<file path="src/rtl/spike_route_scheduler.sv">
// Spike route scheduler: pops spiked-neuron IDs from the spike queue and presents each to the input router.
// Define ROUTE_TIMEOUT_EN to add a per-spike watchdog that abandons a spike after TimeoutLimit ROUTE cycles.
module spike_route_scheduler #(
  parameter int NEURON_WIDTH = 14,
  parameter int COUNT_WIDTH  = 16
) (
  input  logic                    Clock,
  input  logic                    Reset,
  input  logic                    Start,
  input  logic                    QueueEmpty,
  input  logic [NEURON_WIDTH-1:0] QueueData,
  output logic                    QueueRead,
  output logic                    RouteEnable,
  output logic [NEURON_WIDTH-1:0] NeuronID,
  input  logic                    RoutingComplete,
  input  logic [COUNT_WIDTH-1:0]  TimeoutLimit,
  output logic                    Busy,
  output logic                    PhaseDone,
  output logic [COUNT_WIDTH-1:0]  SpikeCount,
  output logic                    TimeoutError
);

  typedef enum logic [2:0] {
    IDLE  = 3'd0,
    POP   = 3'd1,
    LATCH = 3'd2,
    ROUTE = 3'd3,
    GAP   = 3'd4,
    DONE  = 3'd5
  } state_t;

  state_t state;
  logic   timeout_hit;

`ifdef ROUTE_TIMEOUT_EN
  logic [COUNT_WIDTH-1:0] route_cycles;

  // Fires on the ROUTE cycle whose increment would bring the count up to the limit.
  assign timeout_hit = (TimeoutLimit != {COUNT_WIDTH{1'b0}}) &&
                       ((route_cycles + COUNT_WIDTH'(1)) == TimeoutLimit);

  // Watchdog counter: cleared on the way into ROUTE, counts every ROUTE cycle.
  always_ff @(posedge Clock) begin
    if (Reset) begin
      route_cycles <= {COUNT_WIDTH{1'b0}};
    end else if (state == LATCH) begin
      route_cycles <= {COUNT_WIDTH{1'b0}};
    end else if (state == ROUTE) begin
      route_cycles <= route_cycles + COUNT_WIDTH'(1);
    end else begin
      route_cycles <= route_cycles;
    end
  end
`else
  logic unused_limit;

  assign timeout_hit  = 1'b0;
  assign unused_limit = ^TimeoutLimit;
`endif

  // Phase sequencer; all outputs are registered alongside the state.
  always_ff @(posedge Clock) begin
    if (Reset) begin
      state        <= IDLE;
      QueueRead    <= 1'b0;
      RouteEnable  <= 1'b0;
      NeuronID     <= {NEURON_WIDTH{1'b0}};
      Busy         <= 1'b0;
      PhaseDone    <= 1'b0;
      SpikeCount   <= {COUNT_WIDTH{1'b0}};
      TimeoutError <= 1'b0;
    end else begin
      QueueRead <= 1'b0;
      PhaseDone <= 1'b0;
      case (state)
        IDLE: begin
          if (Start) begin
            SpikeCount   <= {COUNT_WIDTH{1'b0}};
            TimeoutError <= 1'b0;
            Busy         <= 1'b1;
            if (QueueEmpty) begin
              state <= DONE;
            end else begin
              state     <= POP;
              QueueRead <= 1'b1;
            end
          end
        end
        POP: begin
          state <= LATCH;
        end
        // Popped data arrives one cycle after the strobe.
        LATCH: begin
          NeuronID    <= QueueData;
          RouteEnable <= 1'b1;
          state       <= ROUTE;
        end
        ROUTE: begin
          if (RoutingComplete) begin
            if (SpikeCount != {COUNT_WIDTH{1'b1}}) begin
              SpikeCount <= SpikeCount + COUNT_WIDTH'(1);
            end
            RouteEnable <= 1'b0;
            state       <= GAP;
          end else if (timeout_hit) begin
            TimeoutError <= 1'b1;
            RouteEnable  <= 1'b0;
            state        <= GAP;
          end
        end
        GAP: begin
          if (QueueEmpty) begin
            state <= DONE;
          end else begin
            state     <= POP;
            QueueRead <= 1'b1;
          end
        end
        DONE: begin
          PhaseDone <= 1'b1;
          Busy      <= 1'b0;
          state     <= IDLE;
        end
        default: begin
          state       <= IDLE;
          RouteEnable <= 1'b0;
          Busy        <= 1'b0;
        end
      endcase
    end
  end

endmodule

</file>
<file path="config.mk">
export PLATFORM = sky130hd
export DESIGN_NAME = spike_route_scheduler
export DESIGN_NICKNAME = d
export VERILOG_FILES = /design/src/rtl/spike_route_scheduler.sv
export SDC_FILE = /design/constraint.sdc
export NUM_CORES = 1
export LEC_CHECK = 0
export ABC_AREA = 1
export CAP_MARGIN = 20
export CORE_ASPECT_RATIO = 2
export CORE_MARGIN = 2
export CORE_UTILIZATION = 31
export DETAILED_ROUTE_END_ITERATION = 10
export PLACE_DENSITY_LB_ADDON = 0.2
export SYNTH_ARGS = -nofsm -noshare
export SYNTH_HDL_FRONTEND = slang
export SYNTH_SLANG_ARGS = --single-unit
export TNS_END_PERCENT = 5
</file>
<file path="constraint.sdc">
create_clock -name Clock -period 4.55 [get_ports Clock]
set_clock_uncertainty 0.05 [all_clocks]
set_input_delay 0.91 -clock Clock [delete_from_list [all_inputs] [get_ports Clock]]
set_output_delay 0.91 -clock Clock [all_outputs]
set_load 0.02 [all_outputs]
</file>
==> results.txt <==
Once placement finished, the instance area stood at around 0.0025 sq mm. The mapped netlist covers approximately 0.0019 sq mm. Of all nets on the critical path, the largest fanout is 29.

The number of antenna violations at the first check in global routing came out at 0. On the critical path the largest part of the delay comes from buffers and inverters. After legalization and detailed placement, the total HPWL measured approximately 3800 um.

Setup repair after global routing left no endpoint under its margin. The arrival time at the worst endpoint came out at roughly 2700 ps. A synthesized cell averages just over 6 sq um. Summing the sequential cell areas from Yosys gives between 30% and 40% of the chip area. The gate count after technology mapping came out at 312. The number of global-route vias before repair came out at 1965. The filler cell count in the final layout is 654. The remaining antenna violation count came out at 0. The number of setup buffers added after CTS is 0. The quantity of gates resized following cts came out at 0. The initialized floorplan defines 40 standard-cell rows. The share of the core filled with cells is a little over two fifths.

Synthesis produced a netlist with a net count of roughly 350. The tool flagged a number of max-cap violations equal to 0. The via count of the routed design is roughly 2000. The total number of H-tree levels came out at 2. The slowest cell on the critical path is inv_1.

The critical path in this run is classified as primary input to flop. The largest incremental delay on the critical path is about 770 ps. For this run the aggregate overflow at the end of global routing stands at 0. The number of input and output port buffers inserted came out at between 50 and 60. For this run, the top clock speed supported by timing is roughly 400 MHz.

The number of distinct standard cells referenced by the synthesized netlist is 25. The static leakage is roughly 1.1 nW. The number of I/O pins is 70. In this run the tightest slew margin relative to its limit is between 40% and 50%. The max-slew violation total from the final report was 0.

Of the cells placed in the final design, the portion with a size suffix greater than 1 is around 5.2%. The floorplan step set the die width to 59.66 um. The clock latency on the worst-skew pair came out at roughly 280 ps. The hold violation total from the final report came out at 0. The final standard cell area without fillers came out at 0.002641 sq mm.

For the pin with the worst max-slew slack, the measured transition is 882.1 ps. The total of hold buffers inserted after clock tree synthesis came out at 0. After detailed placement, the design holds a cell count of approximately 420. Counting flops and latches in the post-synthesis netlist gives 37. The count of final setup violators came out at 0. The clock-pin slew of the registers on the worst-case setup and hold paths is 60 ps. Dividing total power by cell area gives a power density of between 400 and 500 mW/mm^2. In the routed layout, each cell is associated on average with a via count of 4.744.

The run finished with clean final reports. The min-delay analysis places its worst path in the category flop to flop. The finished layout holds 425 standard cells, fillers aside. For the finished layout, the period the worst path requires is between 2000 and 3000 ps. The number of buffers created by CTS came out at 5.

The area overhead of the layout relative to synthesis is 37.52%. The violation count after the first detailed-routing iteration came out at between 40 and 50. In this run the deepest clock path goes through 2 buffers. The maximum number of pins on one net before global-route repair is 30. The final weighted congestion in routability-driven placement is 0.8345. The count of antenna diodes in the layout came out at 0. The Yosys step of the flow raised 0 warnings. For this run, the total global-route usage over all layers was measured as between 15 and 20%.

The sum of negative setup slack came out at 0 ps. The signal on the critical path passes through clkdlybuf4s50_1 > inv_1 > nand3_1 > nand2_1 > nand2_1 > inv_1. The library cells used most frequently in the layout, excluding fill and tap cells, are nand2_1, nor2_1, clkdlybuf4s50_1.

In the routed design, unresolved DRC markers number 0. Clock tree synthesis found a total of 37 sinks. The die footprint came out at around 0.007 sq mm. The die is about 120 um tall. The critical path buffer and inverter count is 3. The final net count is ~400. The wire length reported by the detailed router came out at between 5000 and 6000 um. The effective utilization at floorplan is between 30% and 40%. The first global-routing pass estimated ~8600 um of wire.

After floorplanning, the core was sized to cover 0.006006 sq mm. The library cell used as clock root buffer is clkbuf_16. Of the available clock period, the critical path in the final layout requires approximately 55%. The post-detailed-route wirelength per cell came out at approximately 12 um.

The worst endpoint required time came out at 4730 ps. Before antenna repair, the detailed router went through 4 iterations. IR analysis of the VDD net gives a maximum drop of 319.9 uV. STA classifies the critical path endpoint as a flop. The kind of start point of the critical path is a primary input. The most common cell after layout, fill and taps aside is nand2_1.

TritonCTS built the clock tree.
[registers in the layout, indices dropped and copies added, names as in the netlist]
| name | cells |
|---|---|
| PhaseDone | 1 |
| SpikeCount | 16 |
| RouteEnable | 1 |
| NeuronID | 14 |
| QueueRead | 1 |
| Busy | 1 |
| state | 3 |
[worst paths after layout]
path / startpoint / end / slack, ps / cells after the start
min reg2reg: Busy / Busy / 440 / 2
max: Reset / SpikeCount[10] / 2040 / 6
min: Busy / Busy / 440 / 2
max reg2reg: state[1] / SpikeCount[10] / 2200 / 10
[final cells by class]
class	count	area, sq um	share of cell area [%]
multi-input cells	223	963.4	36.48
clock inverters	2	37.54	1.421
flip-flops and latches	37	740.7	28.04
clock buffers	6	138.9	5.258
well taps	63	78.83	2.984
inverters	41	153.9	5.827
repair buffers	53	528.0	19.99
[metrics by stage]
step	total power, mW	hold WS, ps	setup WS (ps)
final	1.187	437.7	2038
after global routing	1.257	497.4	1914
after CTS	1.201	444.1	2018
after detailed placement	0.7831	432.7	1752
after global placement	0.7824	418.0	1746
after floorplan	0.6594	447.1	2754
[worst min-delay path, delay by kind of cell, from the launching register on]
family         cells  cell delay (ps)
flip-flops         1              310
AO/OA/AOI/OAI      2              130
[power breakdown]
part / internal (mW) / total (mW) / switching (mW) / leakage [nW]
registers: 0.371 / 0.405 / 0.0335 / 0.301
logic: 0.140 / 0.370 / 0.230 / 0.718
clock network: 0.273 / 0.412 / 0.139 / 0.0831
[routing by layer]
metal / wire (um) / vias up / track usage [%]
li1: - / 1056 / -
met1: 1929 / 888 / 16.08
met2: 2717 / 55 / 28.62
met3: 239 / 17 / 4.162
met4: 262 / 0 / 11.56
met5: 0 / - / 0
[synthesized netlist by cell type, drive strengths merged]
| library cell | number | share of area (%) |
|---|---|---|
| nand2 | 88 | 17 |
| nor2 | 70 | 14 |
| inv | 41 | 8.0 |
| dfxtp | 37 | 39 |
| nand3 | 25 | 6.8 |
| o21ai | 19 | 5.0 |
| a21oi | 9 | 2.3 |
| clkbuf | 6 | 1.2 |
| buf | 5 | 2.1 |
| nor3 | 5 | 1.6 |
| conb | 1 | 0.20 |
| ha | 1 | 0.65 |
| nand4 | 1 | 0.33 |
| nor4 | 1 | 0.33 |
| o211ai | 1 | 0.39 |
| o21bai | 1 | 0.39 |
| o221ai | 1 | 0.46 |
[kinds of logic (layout without fill, tap and decap cells)]
group                      count (synthesis)  count (layout)  share of synthesized area (%)
adders and majority gates                  1               1                         0.6514
and+or+nand+nor                          190             190                          40.78
AOI/OAI and AO/OA                         31              31                          8.534
DFF                                       37              37                          38.57
buffers and inverters                     52             102                          11.27
other                                      1               1                         0.1953
No activity file was read; power rests on OpenSTA's default activity.
